==> src/rtl/div_issue_if.sv <==
// Bundle of the three handshake groups around the divider issue stage:
// request port, held operands / start / completion towards the divider,
// and the response port. The stage connects through the slave modport;
// the surrounding environment (requester, divider, consumer) uses master.
interface div_issue_if #(
    parameter int parallelism = 32,
    parameter int CYC_W       = 8
);
    logic                   req_valid;
    logic                   req_ready;
    logic                   req_usigned;
    logic [parallelism-1:0] req_dividend;
    logic [parallelism-1:0] req_divisor;

    logic                   div_start;
    logic                   div_usigned;
    logic [parallelism-1:0] div_dividend;
    logic [parallelism-1:0] div_divisor;
    logic                   div_done;
    logic [parallelism-1:0] div_quotient;
    logic [parallelism-1:0] div_reminder;

    logic                   rsp_valid;
    logic                   rsp_ready;
    logic [parallelism-1:0] rsp_quotient;
    logic [parallelism-1:0] rsp_reminder;
    logic                   rsp_div0;
    logic                   rsp_ovf;
    logic [CYC_W-1:0]       rsp_cycles;

    modport slave (
        input  req_valid, req_usigned, req_dividend, req_divisor,
        input  div_done, div_quotient, div_reminder,
        input  rsp_ready,
        output req_ready,
        output div_start, div_usigned, div_dividend, div_divisor,
        output rsp_valid, rsp_quotient, rsp_reminder, rsp_div0, rsp_ovf, rsp_cycles
    );

    modport master (
        output req_valid, req_usigned, req_dividend, req_divisor,
        output div_done, div_quotient, div_reminder,
        output rsp_ready,
        input  req_ready,
        input  div_start, div_usigned, div_dividend, div_divisor,
        input  rsp_valid, rsp_quotient, rsp_reminder, rsp_div0, rsp_ovf, rsp_cycles
    );
endinterface

==> src/rtl/div_issue_stage.sv <==
// Divider issue stage: accepts one divide request, resolves divide-by-zero
// and signed MIN/-1 overflow locally, otherwise holds the operands, pulses
// div_start and waits for div_done, then presents the result with the
// number of cycles spent waiting (saturating) on a valid/ready response port.
module div_issue_stage #(
    parameter int parallelism = 32,
    parameter int CYC_W       = 8
) (
    input  logic        clk,
    input  logic        rst_n,
    div_issue_if.slave  bus
);

    typedef enum logic [1:0] {
        IDLE  = 2'd0,
        ISSUE = 2'd1,
        WAIT  = 2'd2,
        RESP  = 2'd3
    } state_t;

    localparam logic [parallelism-1:0] ALL_ONES = {parallelism{1'b1}};
    localparam logic [parallelism-1:0] ZERO_W   = {parallelism{1'b0}};
    localparam logic [parallelism-1:0] MIN_NEG  = {1'b1, {(parallelism-1){1'b0}}};
    localparam logic [CYC_W-1:0]       CYC_MAX  = {CYC_W{1'b1}};
    localparam logic [CYC_W-1:0]       CYC_ZERO = {CYC_W{1'b0}};
    localparam logic [CYC_W-1:0]       CYC_ONE  = {{(CYC_W-1){1'b0}}, 1'b1};

    state_t                 state_r;
    logic                   div_start_r;
    logic                   div_usigned_r;
    logic [parallelism-1:0] div_dividend_r;
    logic [parallelism-1:0] div_divisor_r;
    logic                   rsp_valid_r;
    logic [parallelism-1:0] rsp_quotient_r;
    logic [parallelism-1:0] rsp_reminder_r;
    logic                   rsp_div0_r;
    logic                   rsp_ovf_r;
    logic [CYC_W-1:0]       rsp_cycles_r;

    logic                   is_div0_s;
    logic                   is_ovf_s;
    logic [CYC_W-1:0]       cycles_inc_s;

    // Classify the incoming request straight from the request inputs.
    always_comb begin
        is_div0_s = 1'b0;
        is_ovf_s  = 1'b0;
        if (bus.req_divisor == ZERO_W) begin
            is_div0_s = 1'b1;
        end else if (!bus.req_usigned && (bus.req_dividend == MIN_NEG) &&
                     (bus.req_divisor == ALL_ONES)) begin
            is_ovf_s = 1'b1;
        end else begin
            is_ovf_s = 1'b0;
        end
    end

    // Saturating next value of the wait-cycle counter.
    always_comb begin
        cycles_inc_s = rsp_cycles_r;
        if (rsp_cycles_r == CYC_MAX) begin
            cycles_inc_s = rsp_cycles_r;
        end else begin
            cycles_inc_s = rsp_cycles_r + CYC_ONE;
        end
    end

    // Transaction FSM with all outputs registered.
    always_ff @(posedge clk or negedge rst_n) begin
        if (!rst_n) begin
            state_r        <= IDLE;
            div_start_r    <= 1'b0;
            div_usigned_r  <= 1'b0;
            div_dividend_r <= ZERO_W;
            div_divisor_r  <= ZERO_W;
            rsp_valid_r    <= 1'b0;
            rsp_quotient_r <= ZERO_W;
            rsp_reminder_r <= ZERO_W;
            rsp_div0_r     <= 1'b0;
            rsp_ovf_r      <= 1'b0;
            rsp_cycles_r   <= CYC_ZERO;
        end else begin
            case (state_r)
                IDLE: begin
                    if (bus.req_valid) begin
                        div_usigned_r  <= bus.req_usigned;
                        div_dividend_r <= bus.req_dividend;
                        div_divisor_r  <= bus.req_divisor;
                        if (is_div0_s) begin
                            rsp_quotient_r <= ALL_ONES;
                            rsp_reminder_r <= bus.req_dividend;
                            rsp_div0_r     <= 1'b1;
                            rsp_ovf_r      <= 1'b0;
                            rsp_cycles_r   <= CYC_ZERO;
                            rsp_valid_r    <= 1'b1;
                            state_r        <= RESP;
                        end else if (is_ovf_s) begin
                            rsp_quotient_r <= bus.req_dividend;
                            rsp_reminder_r <= ZERO_W;
                            rsp_div0_r     <= 1'b0;
                            rsp_ovf_r      <= 1'b1;
                            rsp_cycles_r   <= CYC_ZERO;
                            rsp_valid_r    <= 1'b1;
                            state_r        <= RESP;
                        end else begin
                            div_start_r    <= 1'b1;
                            state_r        <= ISSUE;
                        end
                    end else begin
                        state_r <= IDLE;
                    end
                end
                ISSUE: begin
                    div_start_r  <= 1'b0;
                    rsp_cycles_r <= CYC_ZERO;
                    state_r      <= WAIT;
                end
                WAIT: begin
                    // The completion cycle itself is counted.
                    rsp_cycles_r <= cycles_inc_s;
                    if (bus.div_done) begin
                        rsp_quotient_r <= bus.div_quotient;
                        rsp_reminder_r <= bus.div_reminder;
                        rsp_div0_r     <= 1'b0;
                        rsp_ovf_r      <= 1'b0;
                        rsp_valid_r    <= 1'b1;
                        state_r        <= RESP;
                    end else begin
                        state_r <= WAIT;
                    end
                end
                RESP: begin
                    if (bus.rsp_ready) begin
                        rsp_valid_r <= 1'b0;
                        state_r     <= IDLE;
                    end else begin
                        state_r <= RESP;
                    end
                end
                default: begin
                    div_start_r <= 1'b0;
                    rsp_valid_r <= 1'b0;
                    state_r     <= IDLE;
                end
            endcase
        end
    end

    assign bus.req_ready    = (state_r == IDLE);
    assign bus.div_start    = div_start_r;
    assign bus.div_usigned  = div_usigned_r;
    assign bus.div_dividend = div_dividend_r;
    assign bus.div_divisor  = div_divisor_r;
    assign bus.rsp_valid    = rsp_valid_r;
    assign bus.rsp_quotient = rsp_quotient_r;
    assign bus.rsp_reminder = rsp_reminder_r;
    assign bus.rsp_div0     = rsp_div0_r;
    assign bus.rsp_ovf      = rsp_ovf_r;
    assign bus.rsp_cycles   = rsp_cycles_r;

endmodule

==> src/flat_wrapper.sv <==
// flat-port wrapper written by rule: the top's interface ports become plain ports
module div_issue_stage_flat 
#(
    parameter int parallelism = 32,
    parameter int CYC_W       = 8
)
  (clk, rst_n, bus_req_valid, bus_req_usigned, bus_req_dividend, bus_req_divisor, bus_div_done, bus_div_quotient, bus_div_reminder, bus_rsp_ready, bus_req_ready, bus_div_start, bus_div_usigned, bus_div_dividend, bus_div_divisor, bus_rsp_valid, bus_rsp_quotient, bus_rsp_reminder, bus_rsp_div0, bus_rsp_ovf, bus_rsp_cycles);
  div_issue_if #(.parallelism(parallelism), .CYC_W(CYC_W)) bus_i ();
  input  logic clk;
  input  logic rst_n;
  input wire logic [$bits(bus_i.req_valid)-1:0] bus_req_valid;
  input wire logic [$bits(bus_i.req_usigned)-1:0] bus_req_usigned;
  input wire logic [$bits(bus_i.req_dividend)-1:0] bus_req_dividend;
  input wire logic [$bits(bus_i.req_divisor)-1:0] bus_req_divisor;
  input wire logic [$bits(bus_i.div_done)-1:0] bus_div_done;
  input wire logic [$bits(bus_i.div_quotient)-1:0] bus_div_quotient;
  input wire logic [$bits(bus_i.div_reminder)-1:0] bus_div_reminder;
  input wire logic [$bits(bus_i.rsp_ready)-1:0] bus_rsp_ready;
  output wire logic [$bits(bus_i.req_ready)-1:0] bus_req_ready;
  output wire logic [$bits(bus_i.div_start)-1:0] bus_div_start;
  output wire logic [$bits(bus_i.div_usigned)-1:0] bus_div_usigned;
  output wire logic [$bits(bus_i.div_dividend)-1:0] bus_div_dividend;
  output wire logic [$bits(bus_i.div_divisor)-1:0] bus_div_divisor;
  output wire logic [$bits(bus_i.rsp_valid)-1:0] bus_rsp_valid;
  output wire logic [$bits(bus_i.rsp_quotient)-1:0] bus_rsp_quotient;
  output wire logic [$bits(bus_i.rsp_reminder)-1:0] bus_rsp_reminder;
  output wire logic [$bits(bus_i.rsp_div0)-1:0] bus_rsp_div0;
  output wire logic [$bits(bus_i.rsp_ovf)-1:0] bus_rsp_ovf;
  output wire logic [$bits(bus_i.rsp_cycles)-1:0] bus_rsp_cycles;
  assign bus_i.req_valid = bus_req_valid;
  assign bus_i.req_usigned = bus_req_usigned;
  assign bus_i.req_dividend = bus_req_dividend;
  assign bus_i.req_divisor = bus_req_divisor;
  assign bus_i.div_done = bus_div_done;
  assign bus_i.div_quotient = bus_div_quotient;
  assign bus_i.div_reminder = bus_div_reminder;
  assign bus_i.rsp_ready = bus_rsp_ready;
  assign bus_req_ready = bus_i.req_ready;
  assign bus_div_start = bus_i.div_start;
  assign bus_div_usigned = bus_i.div_usigned;
  assign bus_div_dividend = bus_i.div_dividend;
  assign bus_div_divisor = bus_i.div_divisor;
  assign bus_rsp_valid = bus_i.rsp_valid;
  assign bus_rsp_quotient = bus_i.rsp_quotient;
  assign bus_rsp_reminder = bus_i.rsp_reminder;
  assign bus_rsp_div0 = bus_i.rsp_div0;
  assign bus_rsp_ovf = bus_i.rsp_ovf;
  assign bus_rsp_cycles = bus_i.rsp_cycles;
  div_issue_stage #(.parallelism(parallelism), .CYC_W(CYC_W)) u_core (.clk(clk), .rst_n(rst_n), .bus(bus_i));
endmodule
==> config.mk <==
export PLATFORM = sky130hd
export DESIGN_NAME = div_issue_stage_flat
export DESIGN_NICKNAME = d
export VERILOG_FILES = /design/src/rtl/div_issue_if.sv /design/src/rtl/div_issue_stage.sv /design/src/flat_wrapper.sv
export SDC_FILE = /design/constraint.sdc
export NUM_CORES = 1
export LEC_CHECK = 0
export ABC_AREA = 1
export BUFFER_PORTS_ARGS = -buffer_cell sky130_fd_sc_hd__buf_2
export CORE_AREA = 2 2 193 100
export DETAILED_ROUTE_END_ITERATION = 10
export DIE_AREA = 0 0 195 102
export MAX_ROUTING_LAYER = met4
export PLACE_DENSITY_LB_ADDON = 0.2
export SLEW_MARGIN = 15
export SYNTH_ARGS = -nofsm -noshare
export SYNTH_HDL_FRONTEND = slang
export SYNTH_SLANG_ARGS = --single-unit
==> constraint.sdc <==
create_clock -name clk -period 2.5 [get_ports clk]
set_input_delay 0.125 -clock clk [delete_from_list [all_inputs] [get_ports clk]]
set_output_delay 0.125 -clock clk [all_outputs]
set_load 0.005 [all_outputs]
### Yosys cells after proc, flatten, opt, wreduce, memory -nomap -nowiden

Index checks and enable logic that the tools add are counted.

* bits in registers: 143
* bits of input ports: 134
* logic and storage cells: 81

* $add $sub $neg: 1
* equality and inequality tests: 13
* muxes and demuxes: 42
* reduce and logical (&&, ||, !) cells: 14

Operator list (number)
* 32-bit two-way mux: 8
* 32-bit one-hot mux with 2 select lines: 2
* 32-bit == test, second input constant: 2
* 32-bit logical NOT: 1
* 8-bit two-way mux: 4
* 8-bit one-hot mux with 3 select lines: 1
* 1-bit two-way mux: 18
* 2-bit != test, second input constant: 6
* 4-bit AND reduction: 3
* 8-bit by 1-bit adder with 8-bit output, second input constant: 1
* 8-bit == test, second input constant: 1
* 2-bit two-way mux: 4
* 2-bit one-hot mux with 4 select lines: 1
* 1-bit one-hot mux with 2 select lines: 3
* 3-bit nonzero test: 2
* 5-bit AND reduction: 1
* 2-bit == test, second input constant: 2
* 2-bit nonzero test: 2
* 3-bit by 1-bit != test with 1-bit output, second input constant: 1
* 1-bit one-hot mux with 3 select lines: 1
* 2-bit by 1-bit == test with 1-bit output, second input constant: 1
* 1-bit logical AND: 2
* 2-bit logical NOT: 1
* 2-bit AND reduction: 1
* 1-bit logical NOT: 1

### Logic depth before layout (Yosys ltp)

Gate-level depths: netlist of run 1.

* word-level depth: 9
* mapped depth: 13
* mapped depth without buffers: 11

### Worst setup path after synthesis of run 1

Ideal clock, no wire load.

* path kind: register to register
* start point: register u_core.state_r[0]
* end point: register u_core.rsp_reminder_r[10] (netlist: u_core.bus.rsp_reminder[10])
* arrival time: 1510 ps
* setup slack: 873 ps
* cell stages (with the launch flop): 9
* clock period less this slack: 1627 ps
* path through: dfrtp_1 > nor2_1 > nand2_1 > o21ai_1 > inv_1 > buf_2 > buf_1 > nand4_1 > nand2_1

* longest elaborated chain between the ends: 3
* elaborated cells on any way between the ends: 8

RTL lines
* start: declaration: RTL line div_issue_stage.sv:28 `state_t state_r;`
* start signal: assignment: RTL line div_issue_stage.sv:71 `state_r <= IDLE;`
* start signal: assignment: RTL line div_issue_stage.sv:96 `state_r <= RESP;`
* start signal: assignment: RTL line div_issue_stage.sv:104 `state_r <= RESP;`
* 2-bit logical NOT (*)
* named net bus_req_ready: RTL line flat_wrapper.sv:19 `output wire logic [$bits(bus_i.req_ready)-1:0] bus_req_ready;`
* 3-bit by 1-bit != test with 1-bit output (no line) (tied with other cells)
* 4-bit AND reduction (no line)
* end signal: assignment: RTL line div_issue_stage.sv:91 `rsp_reminder_r <= bus.req_dividend;`
* end signal: assignment: RTL line div_issue_stage.sv:123 `rsp_reminder_r <= bus.div_reminder;`
* end: declaration: RTL line div_issue_stage.sv:35 `logic [parallelism-1:0] rsp_reminder_r;`

Mark *: on every way through the listed nets, which the timed path passes. The rest lies on a longest branch.
A chain may end at the register's enable or synchronous reset.

### Worst setup path in the final report of run 1

* start point: input port bus_req_dividend[1]
* end point: register u_core.rsp_reminder_r[14] (netlist: u_core.bus.rsp_reminder[14])

* longest elaborated chain between the ends: 7

RTL lines
* start: declaration: RTL line flat_wrapper.sv:13 `input wire logic [$bits(bus_i.req_dividend)-1:0] bus_req_dividend;`
* 32-bit == test: RTL line div_issue_stage.sv:50 `end else if (!bus.req_usigned && (bus.req_dividend == MIN_NEG) &&`
* 1-bit logical AND (2 in series): RTL line div_issue_stage.sv:50
* 1-bit two-way mux: RTL line div_issue_stage.sv:50
* 1-bit two-way mux: RTL line div_issue_stage.sv:48 `if (bus.req_divisor == ZERO_W) begin`
* 3-bit by 1-bit != test with 1-bit output (no line)
* 4-bit AND reduction (no line)

Every way passes these cells.

==> results.yml, run 1 <==
place:
  hpwl_mm: 18.14
  gp_congestion: 0.9253
  dpl.cell_count: 1459
  place_area_mm2: 0.008790
  numPortBuffers: 275
  post-place-ws_ns: 0.1874
clocking:
  clock-sinks: 143
  cts_buffers: 17
  cts_root_buf: "clkbuf_16"
  clk_path_buf_depth: 2
  post_cts_buffers: 0
  htreeDepth: 4
  clock_latency_ns: 0.41
  clkTransAtPathRegs_ns: 0.06
  cts_tree: "built"
worst_setup_path:
  arrival_ns: 2.68
  crit_type: "input pin to flip-flop"
  end_kind: "flip-flop"
  startpoint_type: "input pin"
  worstPathRequired_ns: 2.84
  worstPathMaxFanout: 26
detailed_routing:
  wl_per_cell_um: 16.88
  viasPerCell: 5.080
  first_pass_iters: 5
  wirelength_mm: 25.81
  vias: 7767
  drc_errors: 0
  drt-initial-drc-count: 536
  postRouteAntennaNets: 0
die:
  rows: 35
  fp.dieH_um: 102
  start_util_pct: 39.66
  die_x_um: 195
  num_io_pins: 276
  core_mm2: 0.01813
  die_area_mm2: 0.01989
final_layout:
  nets: 1410
  final_common_cell: "nand2_1"
  syn2layout_area_growth_pct: 36.38
  drive_gt1_share_pct: 26.16
  final_cell_mix: "nand2_1 (473), buf_2 (274), dfrtp_1 (143)"
  layoutNonFillerInstCount: 1529
  fin_area_mm2: 0.009807
synth:
  ys_ff_latch: 143
  yosys_warnings: 0
  yosysSeqAreaShare_pct: 49.77
  syn-cell-area_mm2: 0.007191
  syn_nets: 1127
  synthCells: 992
  synth_area_per_cell_um2: 7.249
  ys_types: 24
timing:
  setup_violations: 0
  maxSlewHeadroom_pct: 50.18
  layout_setup_ws_ns: 0.1584
  whs_ns: 0.02934
  min_period_ns: 2.342
  finalClockSkew_ns: 0.01156
  grt_setup_unrepaired: "false"
  drv_slew: 0
  finalHoldViolCount: 0
  finalSetupTns_ns: 0
  tightest_slew_ns: 0.7472
  period_share_pct: 93.67
  fmax_mhz: 427.1
pwr:
  power_leakage_nw: 5.605
  p_per_area_mw_per_mm2: 1184
  ir_drop_mv: 0.5381
run_status:
  run_status: "complete, no violations"
global_route:
  antenna_found_initial: 1
  grt_max_degree: 69
  grt_pass1_wl_mm: 40.21
  overflow: 0
  track_usage_pct: 27.01
  grt_pass1_vias: 7302
worst_hold_path:
  min_path_type: "input pin to flip-flop"
run:
  maxCapViolations: 0
[cell type report]
class / instances / area, um2
fill: 1723 / 8323
sequential: 143 / 3578
multi-input combinational: 730 / 3143
timing repair buffer: 329 / 1947
clock buffer: 17 / 425.4
tap: 240 / 300.3
clock inverter: 15 / 207.7
inverter: 54 / 202.7
antenna: 1 / 2.502
[Yosys cell counts (all sizes together)]
library cell | instances | area, um2
o211a | 1 | 10.01
nor3 | 1 | 5.000
ha | 1 | 12.51
o21ai | 70 | 350.3
buf | 19 | 108.9
or2 | 1 | 6.260
a21oi | 4 | 20.02
nand3b | 1 | 7.510
nand4 | 74 | 462.9
dfrtp | 143 | 3578
inv | 54 | 202.7
nand2 | 474 | 1782
nor2 | 53 | 209.0
o211ai | 1 | 7.510
nand3 | 49 | 255.3
clkbuf | 46 | 172.7
[sequential cells by signal, indices dropped and copies added (netlist names)]
name and flops:
u_core.bus.rsp_valid 1, u_core.bus.rsp_reminder 32, u_core.bus.div_usigned 1, u_core.bus.div_divisor 32
u_core.state_r 2, u_core.bus.div_dividend 32, u_core.bus.rsp_cycles 8, u_core.bus.div_start 1
u_core.bus.rsp_div0 1, u_core.bus.rsp_ovf 1, u_core.bus.rsp_quotient 32
[report_power, final]
part / leakage (nW) / switching [W] / internal, W
sequential: 1.82 / 0.000564 / 0.00329
combinational: 3.48 / 0.00321 / 0.00180
clock: 0.308 / 0.00107 / 0.00169
[per-layer routing]
layer  part of all wire, %  track usage [%]
met1                    47            38.02
met2                    43            39.64
met3                   7.3            5.281
met4                   2.0            7.810
met5                     0                -
[metrics by stage]
step | total power (W) | util (%)
after floorplan | 0.006680 | -
after global placement | 0.008666 | 48.48
after detailed placement | 0.008795 | 48.48
after CTS | 0.01164 | 54.02
after global routing | 0.01251 | 54.09
final | 0.01161 | 54.09
[worst paths after layout]
path / cells past startpoint / from / to / slack, ns
worst max-delay path: 12 / bus_req_dividend[1] / u_core.bus.rsp_reminder[14]$_DFFE_PN0P_ / 0.16
worst min-delay path: 3 / bus_req_divisor[2] / u_core.bus.div_divisor[2]$_DFFE_PN0P_ / 0.03
worst max register to register: 7 / u_core.state_r[0]$_DFF_PN0_ / u_core.state_r[0]$_DFF_PN0_ / 0.25
worst min register to register: 2 / u_core.bus.div_divisor[18]$_DFFE_PN0P_ / u_core.bus.div_divisor[18]$_DFFE_PN0P_ / 0.47
max in group asynchronous: 3 / rst_n / u_core.bus.div_divisor[20]$_DFFE_PN0P_ / 1.51
min in group asynchronous: 2 / rst_n / u_core.bus.rsp_cycles[4]$_DFFE_PN0P_ / 0.29
[worst max-delay path: stages]
cell,delay [ns]
dlygate4sd3_1,0.53
buf_2,0.14
nor2_1,0.27
nand3_1,0.11
nor2_1,0.20
nand2_1,0.08
nor2_1,0.18
nand2_1,0.16
nand3_4,0.25
buf_4,0.37
nand4_1,0.15
nand2_1,0.10
[logic make-up (layout without fill, tap and decap cells)]
group,after synthesis,after routing,synth area share [%]
AOI/OAI and AO/OA,76,76,5.394
adders and majority gates,1,1,0.1740
buffers and inverters,119,415,6.734
DFF,143,143,49.77
other,0,1,0
and+or+nand+nor,653,653,37.93
[repair_timing]
action                                 CTS  global route
setup endpoints to repair                0            69
endpoints found under the hold margin  100             0
hold buffers                            37             0
resized for setup                        0             2
No activity file was read; power rests on OpenSTA's default activity.
==> inputs of run 2 (changes only) <==
clock period = 2.1 ns   (was 2.5 ns; I/O delays follow)
==> run 2 against run 1 <==
Against the previous run: largest power group unchanged; critical path depth unchanged; setup slack got worse by 0.039 ns; power up 23%; count of clock-buffer cells in the layout is 4 higher; highest routed layer unchanged; sequential power is 19% higher; critical path type unchanged; utilization is 0.98 points higher; via count shrank 0.22%; hold slack got worse by 0.012 ns; combinational power rose by 22%; first-iteration DRC count down 7.6%; register-to-register slack got worse by 0.09 ns; sequential share of layout area shrank 0.65 points.
==> results.yml, run 2 (synthesized netlist as in run 1, its figures left out) <==
run_status:
  run_status: "complete, no violations"
clocking:
  clock_latency_ns: 0.42
  post_cts_buffers: 0
  cts_tree: "built"
  cts_root_buf: "clkbuf_16"
  cts_buffers: 17
  clock-sinks: 143
  htreeDepth: 4
  clk_path_buf_depth: 2
  clkTransAtPathRegs_ns: 0.06
timing:
  finalSetupTns_ns: 0
  fmax_mhz: 504.8
  setup_violations: 0
  min_period_ns: 1.981
  tightest_slew_ns: 0.5741
  maxSlewHeadroom_pct: 61.73
  grt_setup_unrepaired: "false"
  finalClockSkew_ns: 0.01181
  period_share_pct: 94.33
  drv_slew: 0
  finalHoldViolCount: 0
final_layout:
  final_cell_mix: "nand2_1 (472), buf_2 (274), dfrtp_1 (143)"
  layoutNonFillerInstCount: 1541
  drive_gt1_share_pct: 26.79
  nets: 1422
  fin_area_mm2: 0.009985
  final_common_cell: "nand2_1"
  syn2layout_area_growth_pct: 38.86
pwr:
  switching_share_pct: 39.86
  seqPwrFrac_pct: 31.9
  clkPwrFrac_pct: 25.6
  comb_power_share_pct: 42.5
  intPower_w: 0.008621
  ir_drop_mv: 0.7602
  power_leakage_nw: 5.690
  total_power_w: 0.01434
  p_per_area_mw_per_mm2: 1436
  switchingPower_w: 0.005715
die:
  rows: 35
  die_area_mm2: 0.01989
  die_x_um: 195
  fp.dieH_um: 102
  num_io_pins: 276
  core_mm2: 0.01813
  start_util_pct: 39.66
global_route:
  antenna_found_initial: 1
  grt_max_degree: 56
  grt_pass1_vias: 7308
  grt_pass1_wl_mm: 40.38
  track_usage_pct: 27.33
  overflow: 0
detailed_routing:
  wirelength_mm: 26.10
  first_pass_iters: 6
  wl_per_cell_um: 16.94
  vias: 7750
  postRouteAntennaNets: 0
  drc_errors: 0
  drt-initial-drc-count: 495
  viasPerCell: 5.029
place:
  gp_congestion: 0.9180
  dpl.cell_count: 1467
  hpwl_mm: 18.77
  numPortBuffers: 275
  place_area_mm2: 0.008837
worst_hold_path:
  min_path_cells: 3
  min_path_type: "input pin to flip-flop"
worst_setup_path:
  rr_startpoint: "u_core.state_r[1]$_DFF_PN0_"
  cp-startpoint: "bus_req_divisor[31]"
  startpoint_type: "input pin"
  worstRegToRegCells: 6
  end_kind: "flip-flop"
  r2r-end: "u_core.state_r[0]$_DFF_PN0_"
  worstPathMaxFanout: 34
  endpoint: "u_core.bus.rsp_reminder[0]$_DFFE_PN0P_"
  arrival_ns: 2.33
  crit_type: "input pin to flip-flop"
  r2r_slack_ns: 0.16
  worstPathRequired_ns: 2.45
run:
  maxCapViolations: 0
## run 2: cell types whose count changed in the layout (fill, tap and decap cells not counted), moves of 2 or more
cell           change
buf_4              +7
clkinv_4           -5
clkbuf_8           +4
dlygate4sd3_1      +4
bufinv_16          +3
inv_6              -3
nor2_1             -3
nor2_2             +3
buf_6              +2
## run 2: per-layer routing
| metal | vias to the layer above | global-route usage, % | routed length (um) |
|---|---|---|---|
| li1 | 3755 | - | - |
| met1 | 3646 | 39.49 | 12580 |
| met2 | 316 | 39.45 | 11370 |
| met3 | 33 | 4.422 | 1716 |
| met4 | 0 | 8.103 | 433 |
| met5 | - | - | 0 |
## run 2: layout make-up
| cell class | count | area (um2) |
|---|---|---|
| antenna | 2 | 5.005 |
| fill | 1764 | 8145 |
| timing repair buffer | 341 | 2042 |
| sequential | 143 | 3578 |
| clock buffer | 21 | 480.5 |
| clock inverter | 10 | 230.2 |
| inverter | 54 | 202.7 |
| multi-input combinational | 730 | 3146 |
| tap | 240 | 300.3 |
## run 2: power groups by stage
| stage | Sequential, W | Clock [W] | Combinational [W] |
|---|---|---|---|
| CTS | 0.00457 | 0.00373 | 0.00608 |
| global placement | 0.00456 | 0 | 0.00591 |
| finish | 0.00458 | 0.00367 | 0.00609 |
| global route | 0.00471 | 0.00388 | 0.00684 |
| detailed placement | 0.00459 | 0 | 0.00600 |
| floorplan | 0.00464 | 0 | 0.00331 |
## run 2: timing repair
item / in CTS / in global routing
endpoints found under the hold margin: 90 / 0
hold buffers: 41 / 0
gates resized for setup: 0 / 7
setup endpoints to repair: 0 / 72
## run 2: how the worst min path moves through the flow
stage                    startpoint                                      end  slack (ns)
2_1_floorplan                 rst_n   u_core.bus.div_dividend[0]$_DFFE_PN0P_       -0.19
3_3_place_gp                  rst_n     u_core.bus.rsp_cycles[1]$_DFFE_PN0P_        0.10
3_5_place_dp                  rst_n     u_core.bus.rsp_cycles[5]$_DFFE_PN0P_        0.11
4_1_cts        bus_req_dividend[27]  u_core.bus.div_dividend[27]$_DFFE_PN0P_       0.002
5_1_grt        bus_req_dividend[23]  u_core.bus.div_dividend[23]$_DFFE_PN0P_        0.03
6_report       bus_req_dividend[27]  u_core.bus.div_dividend[27]$_DFFE_PN0P_        0.02
## run 2: critical path: stages
cell	delay, ns
dlygate4sd3_1	0.55
buf_2	0.15
nor2_1	0.09
nand2_1	0.06
nor2_1	0.16
nand2_2	0.24
nor2_4	0.19
buf_4	0.38
nand3_1	0.11
nand2_1	0.09
nand4_1	0.10
nand2_1	0.10
## run 2: metrics by stage
step	setup slack (ns)	utilization (%)	hold slack [ns]
global placement	0.06854	48.74	0.1008
floorplan	0.4726	-	-0.1906
CTS	0.07963	54.93	0.002110
finish	0.1190	55.07	0.01686
detailed placement	0.09968	48.74	0.1094
global route	0.02412	55.06	0.02677
